[config.mk]
export PLATFORM = sky130hd
export DESIGN_NAME = video_timing_gen
export DESIGN_NICKNAME = d
export VERILOG_FILES = /design/src/rtl/video_pkg.sv /design/src/rtl/sync_delay.sv /design/src/rtl/video_timing_gen.sv
export SDC_FILE = /design/constraint.sdc
export NUM_CORES = 1
export LEC_CHECK = 0
export ABC_CLOCK_PERIOD_IN_PS = 6400
export BUFFER_PORTS_ARGS = -buffer_cell sky130_fd_sc_hd__clkbuf_2
export CAP_MARGIN = 20
export CORE_MARGIN = 8
export CORE_UTILIZATION = 50
export CTS_CLUSTER_DIAMETER = 120
export DETAILED_ROUTE_END_ITERATION = 16
export PLACE_DENSITY = 0.72
export SYNTH_ARGS = -nofsm -noshare
export SYNTH_HDL_FRONTEND = slang
export SYNTH_SLANG_ARGS = --single-unit
[constraint.sdc]
create_clock -name clk_pix -period 6.4 [get_ports clk_pix]
set_input_delay 0.64 -clock clk_pix [delete_from_list [all_inputs] [get_ports clk_pix]]
set_output_delay 0.64 -clock clk_pix [all_outputs]
set_load 0.01 [all_outputs]
[src/rtl/video_pkg.sv]
// Shared timing constants and types for the raster timing generator.
// Defaults describe 640x480@60 (800x525 total, negative syncs).
package video_pkg;

    localparam int H_ACTIVE_DEF = 640;
    localparam int H_FP_DEF     = 16;
    localparam int H_SYNC_DEF   = 96;
    localparam int H_BP_DEF     = 48;
    localparam int V_ACTIVE_DEF = 480;
    localparam int V_FP_DEF     = 10;
    localparam int V_SYNC_DEF   = 2;
    localparam int V_BP_DEF     = 33;

    localparam bit POL_LOW  = 1'b0;
    localparam bit POL_HIGH = 1'b1;

    localparam int CW_DEF = 12;

    typedef logic [CW_DEF-1:0] coord_t;

    // Sum of the four segments of one axis
    function automatic int axis_total(input int act, input int fp, input int sync, input int bp);
        return act + fp + sync + bp;
    endfunction

endpackage

[src/rtl/sync_delay.sv]
// Fixed-depth shift register with a parameterised reset word. Used to push
// de/hsync/vsync (and the test pattern) forward so they meet the pixel
// pipeline's r/g/b. DEPTH=0 is a plain wire. While rst_n is low every stage
// holds RST_VAL, so no stale sync level can leak out during reset.
module sync_delay #(
    parameter int             DEPTH   = 2,
    parameter int             W       = 1,
    parameter logic [W-1:0]   RST_VAL = '0
) (
    input  logic         clk_pix,
    input  logic         rst_n,
    input  logic [W-1:0] din,
    output logic [W-1:0] dout
);

    if (DEPTH == 0) begin : g_wire
        logic unused_clk_rst;
        assign unused_clk_rst = clk_pix ^ rst_n;
        assign dout = din;
    end else begin : g_pipe
        logic [W-1:0] stage [DEPTH];

        // Shift one stage per clock; reset loads the inactive word everywhere
        always_ff @(posedge clk_pix) begin
            if (!rst_n) begin
                for (int i = 0; i < DEPTH; i++) stage[i] <= RST_VAL;
            end else begin
                stage[0] <= din;
                for (int i = 1; i < DEPTH; i++) stage[i] <= stage[i-1];
            end
        end

        assign dout = stage[DEPTH-1];
    end

endmodule

[src/rtl/video_timing_gen.sv]
// Raster timing generator feeding the HDMI/TMDS stage.
// x/y and the flags are look-ahead (undelayed); de/hsync/vsync are delayed by
// LATENCY clocks to line up with the pixel pipeline output.
// Optional colour-bar source: define VIDEO_TIMING_PATTERN_EN to add pat_r/g/b.
module video_timing_gen
    import video_pkg::*;
#(
    parameter int H_ACTIVE = H_ACTIVE_DEF,
    parameter int H_FP     = H_FP_DEF,
    parameter int H_SYNC   = H_SYNC_DEF,
    parameter int H_BP     = H_BP_DEF,
    parameter int V_ACTIVE = V_ACTIVE_DEF,
    parameter int V_FP     = V_FP_DEF,
    parameter int V_SYNC   = V_SYNC_DEF,
    parameter int V_BP     = V_BP_DEF,
    parameter bit H_POL    = POL_LOW,
    parameter bit V_POL    = POL_LOW,
    parameter int LATENCY  = 2,
    parameter int CW       = CW_DEF
) (
    input  logic          clk_pix,
    input  logic          rst_n,
    output logic [CW-1:0] x,
    output logic [CW-1:0] y,
    output logic          active,
    output logic          line_start,
    output logic          frame_start,
    output logic          vblank,
    output logic          de,
    output logic          hsync,
    output logic          vsync
`ifdef VIDEO_TIMING_PATTERN_EN
    ,
    output logic [7:0]    pat_r,
    output logic [7:0]    pat_g,
    output logic [7:0]    pat_b
`endif
);

    localparam int H_TOTAL  = axis_total(H_ACTIVE, H_FP, H_SYNC, H_BP);
    localparam int V_TOTAL  = axis_total(V_ACTIVE, V_FP, V_SYNC, V_BP);
    localparam int HS_START = H_ACTIVE + H_FP;
    localparam int HS_END   = HS_START + H_SYNC;
    localparam int VS_START = V_ACTIVE + V_FP;
    localparam int VS_END   = VS_START + V_SYNC;

    if ((((H_TOTAL - 1) >> CW) != 0) || (((V_TOTAL - 1) >> CW) != 0)) begin : g_cw_err
        $error("video_timing_gen: CW=%0d cannot hold H_TOTAL-1=%0d / V_TOTAL-1=%0d",
               CW, H_TOTAL - 1, V_TOTAL - 1);
    end
    if (LATENCY < 0 || LATENCY > 15) begin : g_lat_err
        $error("video_timing_gen: LATENCY=%0d outside 0..15", LATENCY);
    end

    // Free-running position; x/y below are this value registered once more so
    // that the first clock after reset presents (0,0) with frame_start high.
    logic [CW-1:0] cnt_x, cnt_y;
    logic          h_last, v_last;
    logic          act_n, hs_n, vs_n;
    logic          hs_raw, vs_raw;
    logic [2:0]    dly_out;

    assign h_last = (cnt_x == CW'(H_TOTAL - 1));
    assign v_last = (cnt_y == CW'(V_TOTAL - 1));
    assign act_n  = (cnt_x < CW'(H_ACTIVE)) && (cnt_y < CW'(V_ACTIVE));
    assign hs_n   = ((cnt_x >= CW'(HS_START)) && (cnt_x < CW'(HS_END))) ? H_POL : ~H_POL;
    assign vs_n   = ((cnt_y >= CW'(VS_START)) && (cnt_y < CW'(VS_END))) ? V_POL : ~V_POL;

    // Raster counters: x wraps at H_TOTAL-1 and carries into y; both wrap together at frame end
    always_ff @(posedge clk_pix) begin
        if (!rst_n) begin
            cnt_x <= '0;
            cnt_y <= '0;
        end else if (h_last) begin
            cnt_x <= '0;
            cnt_y <= v_last ? '0 : cnt_y + 1'b1;
        end else begin
            cnt_x <= cnt_x + 1'b1;
        end
    end

    // Registered look-ahead coordinates and flags, plus raw sync levels for the delay line
    always_ff @(posedge clk_pix) begin
        if (!rst_n) begin
            x           <= '0;
            y           <= '0;
            active      <= 1'b0;
            line_start  <= 1'b0;
            frame_start <= 1'b0;
            vblank      <= 1'b0;
            hs_raw      <= ~H_POL;
            vs_raw      <= ~V_POL;
        end else begin
            x           <= cnt_x;
            y           <= cnt_y;
            active      <= act_n;
            line_start  <= (cnt_x == '0);
            frame_start <= (cnt_x == '0) && (cnt_y == '0);
            vblank      <= (cnt_y >= CW'(V_ACTIVE));
            hs_raw      <= hs_n;
            vs_raw      <= vs_n;
        end
    end

    sync_delay #(
        .DEPTH   (LATENCY),
        .W       (3),
        .RST_VAL ({1'b0, ~H_POL, ~V_POL})
    ) u_sync_delay (
        .clk_pix (clk_pix),
        .rst_n   (rst_n),
        .din     ({active, hs_raw, vs_raw}),
        .dout    (dly_out)
    );

    assign {de, hsync, vsync} = dly_out;

`ifdef VIDEO_TIMING_PATTERN_EN
    // Eight equal bars; bar index bits map directly onto the colour order
    // white, yellow, cyan, green, magenta, red, blue, black.
    logic [2:0]  bar_idx;
    logic [23:0] pat_raw, pat_dly;

    assign bar_idx = 3'(cnt_x / CW'(H_ACTIVE / 8));

    // Registered bar colour, forced to black outside the visible region
    always_ff @(posedge clk_pix) begin
        if (!rst_n) begin
            pat_raw <= '0;
        end else if (act_n) begin
            pat_raw <= {{8{~bar_idx[1]}}, {8{~bar_idx[2]}}, {8{~bar_idx[0]}}};
        end else begin
            pat_raw <= '0;
        end
    end

    sync_delay #(
        .DEPTH   (LATENCY),
        .W       (24),
        .RST_VAL (24'h000000)
    ) u_pat_delay (
        .clk_pix (clk_pix),
        .rst_n   (rst_n),
        .din     (pat_raw),
        .dout    (pat_dly)
    );

    assign {pat_r, pat_g, pat_b} = pat_dly;
`endif

endmodule

; ---- Word level (Yosys, flattened, before mapping)
; Memory sizes are Yosys's and may differ from the RTL's.
; Cells that the tools add are included.
; W data, S select, Z words.
[classes]
add_sub_neg = 2
order_cmp = 7
eq_ne = 2
muxes = 7
bitwise_logic = 3
reduce_logical = 7
[ops]
columns = cell, count
row1 = $add A12 B1 Y12 const B, 2
row2 = $eq A12 B10 Y1 const B, 2
row3 = $ge A12 B9 Y1 const B, 2
row4 = $logic_not A12 Y1, 2
row5 = $lt A12 B10 Y1 const B, 2
row6 = $lt A12 B9 Y1 const B, 2
row7 = $ge A12 B10 Y1 const B, 1
row8 = $mux W12, 1
row9 = $mux W3, 2
row10 = $logic_and A1 B1 Y1, 4
row11 = $mux W1, 4
row12 = $or A1 B1 Y1, 2
row13 = $reduce_or A2 Y1, 1
row14 = $not A1 Y1, 1
[totals]
reg_bits = 54
ram_bits = 6
in_bits = 2
n_memories = 1
[memory_table]
columns = name, words, word_bits, read_ports, rd_clocked_by_memory_dff, wr, line
row1 = u_sync_delay.g_pipe.stage, 2, 3, 2, 0, 2, sync_delay.sv:21  ; logic [W-1:0] stage [DEPTH];

; ---- Depth between registers and ports, before layout
[logic_depth]
depth_word = 3
ltp_mapped = 7

; ---- By module
; From an unflattened synthesis, not the netlist that was laid out.
[unflattened]
hier_cells = 233
area_unflattened_um2 = 2223.4
[modules_own_cells]
columns = mod, n_inst, cells_per_inst, area_per_inst_um2, seq_area_each_um2
row1 = video_timing_gen, 1, 218, 2043.2, 1081.0
row2 = sync_delay, 1, 15, 180.2, 120.1

; ---- Worst setup path before layout
; No wires, ideal clock.
[synth_timing]
kind = reg-to-reg
start = register cnt_x[6]
end = register cnt_y[9]
arrival_time_ps = 2037
t_required_ps = 6329
slack_ps = 4293
stages_incl_launch_ff = 7
n_path_buf = 2
synth_period_minus_slack_ps = 2107
path_cell_list = dfxtp_1 -> buf_6 -> or3_4 -> or4_1 -> buf_2 -> or4_1 -> a21oi_1
[synth_between]
elab_chain_cells = 1
[synth_rtl]
columns = element, line
row1 = "start, declared", video_timing_gen.sv:57  ; logic [CW-1:0] cnt_x, cnt_y;
row2 = "start signal, assigned", video_timing_gen.sv:78  ; cnt_x <= cnt_x + 1'b1;
row3 = $eq A12 B10 Y1, video_timing_gen.sv:63  ; assign h_last = (cnt_x == CW'(H_TOTAL - 1));
row4 = "end signal, assigned", video_timing_gen.sv:76  ; cnt_y <= v_last ? '0 : cnt_y + 1'b1;
row5 = "end, declared", video_timing_gen.sv:57
; No other way between the ends.
; A chain may end at the register's enable or synchronous reset.

; ---- Final worst setup path
[layout_timing]
start = register cnt_x[0]
end = register cnt_y[11]
; The elaborated chain is that of the path after synthesis.

==> impl_metrics.env <==
export IMPL_run_status="finished, final reports clean"
export IMPL_finalSetupViolCount=0
export IMPL_drt_iter0_drc=117
export IMPL_cpPeakStageDelay_ns=0.66
export IMPL_fin_worst_skew_ns=0.008628
export IMPL_rrSetupSlack_ns=4.05
export IMPL_io_pins=33
export IMPL_clk_pin_slew_ns=0.07
export IMPL_grt_first_pass_wirelength_um=7231
export IMPL_switching_share=0.1947
export IMPL_antenna_cells=0
export IMPL_synthToLayoutAreaGrowth_pct=18.57
export IMPL_core_sq_um=4324
export IMPL_postSynthCellCount=227
export IMPL_crit_buf_inv=0
export IMPL_antenna_found_initial=0
export IMPL_fin_crit_ns=2.350
export IMPL_fillers=380
export IMPL_critical_path_peak_fanout=8
export IMPL_htreeDepth=3
export IMPL_powerDensity_nw_per_um2=307.1
export IMPL_clkPwrFrac=0.508
export IMPL_postCtsResizedCells=0
export IMPL_vias=1658
export IMPL_drtPass1Iterations=4
export IMPL_drv_slew=0
export IMPL_avgSynthCellArea_sq_um=9.822
export IMPL_max_freq_ghz=0.4256
export IMPL_regToRegEndpoint="cnt_y[11]"
export IMPL_ir_drop_mv=0.1382
export IMPL_netlist_area_sq_um=2230
export IMPL_min_path_cells=1
export IMPL_final_area_sq_um=2644
export IMPL_synth_edff_count=0
export IMPL_internal_power_w=0.0006538
export IMPL_synth_warnings=0
export IMPL_dieArea_sq_um=6852
export IMPL_hold_start="u_sync_delay.g_pipe.stage[0][0]"
export IMPL_seq_area_frac_synth=0.5387
export IMPL_insertion_delay_ns=0.33
export IMPL_finalCritPeriodShare=0.3672
export IMPL_cap_violations=0
export IMPL_cts_tree="done"
export IMPL_crit_path_end_kind="flop"
export IMPL_synth_async_reset_ratio=0
export IMPL_fp_row_count=24
export IMPL_synthXorXnorAreaFrac=0.05499
export IMPL_drc=0
export IMPL_worst_path_max_delay_cell="or4_1"
export IMPL_critical_path_class="flop to flop"
export IMPL_synth_ff_type="dfxtp_1"
export IMPL_postCtsSetupRepairBufs=0
export IMPL_ctsRootBufferMaster="clkbuf_8"
export IMPL_grt_pass1_vias=1569
export IMPL_synth_fa_ha_area_frac=0.02806
export IMPL_crit_family="simple AND/OR/NAND/NOR gates"
export IMPL_cp_cell_sequence="ha_1, nand4_1, or4_1, or4_1, a21oi_1"
export IMPL_hold_viol=0
export IMPL_ant_nets=0
export IMPL_dpl_hpwl_um=2901
export IMPL_synth_top_family_by_area="simple AND/OR/NAND/NOR gates"
export IMPL_cts_hold_buf=0
export IMPL_multi_input_area_sq_um=942.2
export IMPL_io_buffers=32
export IMPL_start_util=0.5156
export IMPL_vias_per_cell=5.280
export IMPL_slew_headroom=0.4641
export IMPL_p_switching_w=0.0001581
export IMPL_rsz0062_at_grt="no"
export IMPL_fin_util=0.6114
export IMPL_globalRoute_totalOverflow=0
export IMPL_required_ns=6.65
export IMPL_wl_um=4333
export IMPL_critical_path_arrival_ns=2.60
export IMPL_chipWidth_um=82.78
export IMPL_hold_end="u_sync_delay.g_pipe.stage[0][3]"
export IMPL_worst_pin_slew_ns=0.7985
export IMPL_syn_num_nets=234
export IMPL_place_area_sq_um=2395
export IMPL_ys_ff_latch=60
export IMPL_yosys_area_share_simple=0.2856
export IMPL_seqPwrFrac=0.470
export IMPL_r2r_start="cnt_x[0]"
export IMPL_register_area_sq_um=1201
export IMPL_die_h_um=82.78
export IMPL_grt_total_usage=0.1383
export IMPL_leakage_nw=1.050
export IMPL_nets=264
export IMPL_grt_start_max_net_pins=36
export IMPL_worstRegToRegCells=5
export IMPL_hp_class="flop to flop"
export IMPL_drive_gt1_frac=0.1947
export IMPL_numCtsBuffers=9
export IMPL_wire_per_inst_um=13.80
export IMPL_synth_distinct_cells=37
export IMPL_clock_sinks=60
export IMPL_synthMuxAreaShare=0.009540
export IMPL_synth_compound_area_share=0.04433
export IMPL_start_kind="flop"
export IMPL_cp_common_cell="or4_1"
export IMPL_cts_buffer_depth=2
export IMPL_pwr_share_comb=0.022
export IMPL_tns_ns=0
export IMPL_gp_congestion=0.8234
## state kept, by name, indices dropped and copies added (netlist names)
signal                     cells
cnt_y                         12
frame_start                    1
active                         1
vblank                         1
x                             12
u_sync_delay.g_pipe.stage      6
line_start                     1
vs_raw                         1
y                             12
hs_raw                         1
cnt_x                         12
## per-stage QoR
step | power [W] | setup WS (ns) | hold WS, ns | std cells
after global placement | 0.0004077 | 4.139 | 0.3891 | 298
final | 0.0008119 | 4.050 | 0.4032 | 314
after floorplan | 0.0004009 | 4.293 | 0.3863 | 227
after CTS | 0.0008214 | 4.046 | 0.4073 | 314
after global routing | 0.0008405 | 3.849 | 0.4370 | 314
after detailed placement | 0.0004079 | 4.090 | 0.3914 | 298
## cell usage after synthesis, types with 3 or more instances
master / number / area (sq um)
and2_1: 24 / 150.1
ha_1: 5 / 62.56
nor3_1: 5 / 25.02
nand4_1: 8 / 50.05
or4_1: 5 / 37.54
clkbuf_1: 8 / 30.03
o21ai_0: 3 / 15.01
xnor2_1: 9 / 78.83
xor2_1: 5 / 43.79
nor2_1: 22 / 82.58
and4_1: 3 / 26.28
nand2_1: 8 / 30.03
dfxtp_1: 60 / 1201
buf_2: 3 / 15.01
nor4_1: 7 / 43.79
o31ai_1: 4 / 30.03
a21oi_1: 6 / 30.03
nand3_1: 10 / 50.05
nand2b_1: 4 / 25.02
inv_1: 7 / 26.28
## worst register-to-register path, stage by stage, from the launching register on
cell,delay [ns]
dfxtp_1,0.42
ha_1,0.26
nand4_1,0.26
or4_1,0.66
or4_1,0.52
a21oi_1,0.16
## cells in the final DEF (no fill, tap or decap), types with 6 or more instances in the layout
cell type   n
dfxtp_1    60
xnor2_1     9
clkbuf_2   32
a21oi_1     6
nand2_1     8
nand3_1    10
and2_1     24
nand4_1     8
nor2_1     22
inv_1       7
nor4_1      7
clkbuf_8   10
## worst max path at each step
stage / start / to / slack (ns) / depth (start not counted)
finish: cnt_x[0] / cnt_y[11] / 4.05 / 5
global route: cnt_x[0] / cnt_y[9] / 3.85 / 5
CTS: cnt_x[0] / cnt_y[7] / 4.05 / 5
detailed placement: cnt_x[0] / cnt_y[7] / 4.09 / 5
global placement: cnt_x[0] / cnt_y[7] / 4.14 / 5
floorplan: cnt_x[6] / cnt_y[9] / 4.29 / 6
## area by class of cell
type | instances | area share
clock buffer | 10 | 0.05206
clock inverter | 6 | 0.04212
inverter | 7 | 0.009938
multi-input combinational | 147 | 0.3564
sequential | 60 | 0.4543
tap | 52 | 0.02461
timing repair buffer | 32 | 0.06058
## logic make-up after synthesis
| group | after synthesis |
|---|---|
| multiplexers | 2 |
| AND/OR/NAND/NOR | 110 |
| adder cells (fa/ha/maj) | 5 |
| AO/OA/AOI/OAI | 16 |
| buffers and inverters | 20 |
| flip-flops | 60 |
| XOR/XNOR | 14 |
## power groups by stage
stage	Sequential (W)	Clock, W	Combinational [W]
after floorplan	0.000390	0	0.0000107
after global routing	0.000382	0.000438	0.0000201
after CTS	0.000382	0.000422	0.0000181
after global placement	0.000390	0	0.0000177
after detailed placement	0.000390	0	0.0000178
final	0.000382	0.000412	0.0000177
## metal layers
metal	up-vias	global-route usage	wire (um)
met1	766	0.1675	2034
met5	-	0	0
met3	14	0.03987	277
li1	842	-	-
met4	0	0.1086	121
met2	36	0.2012	1899
Note: power is estimated with default switching activity, not from simulation.
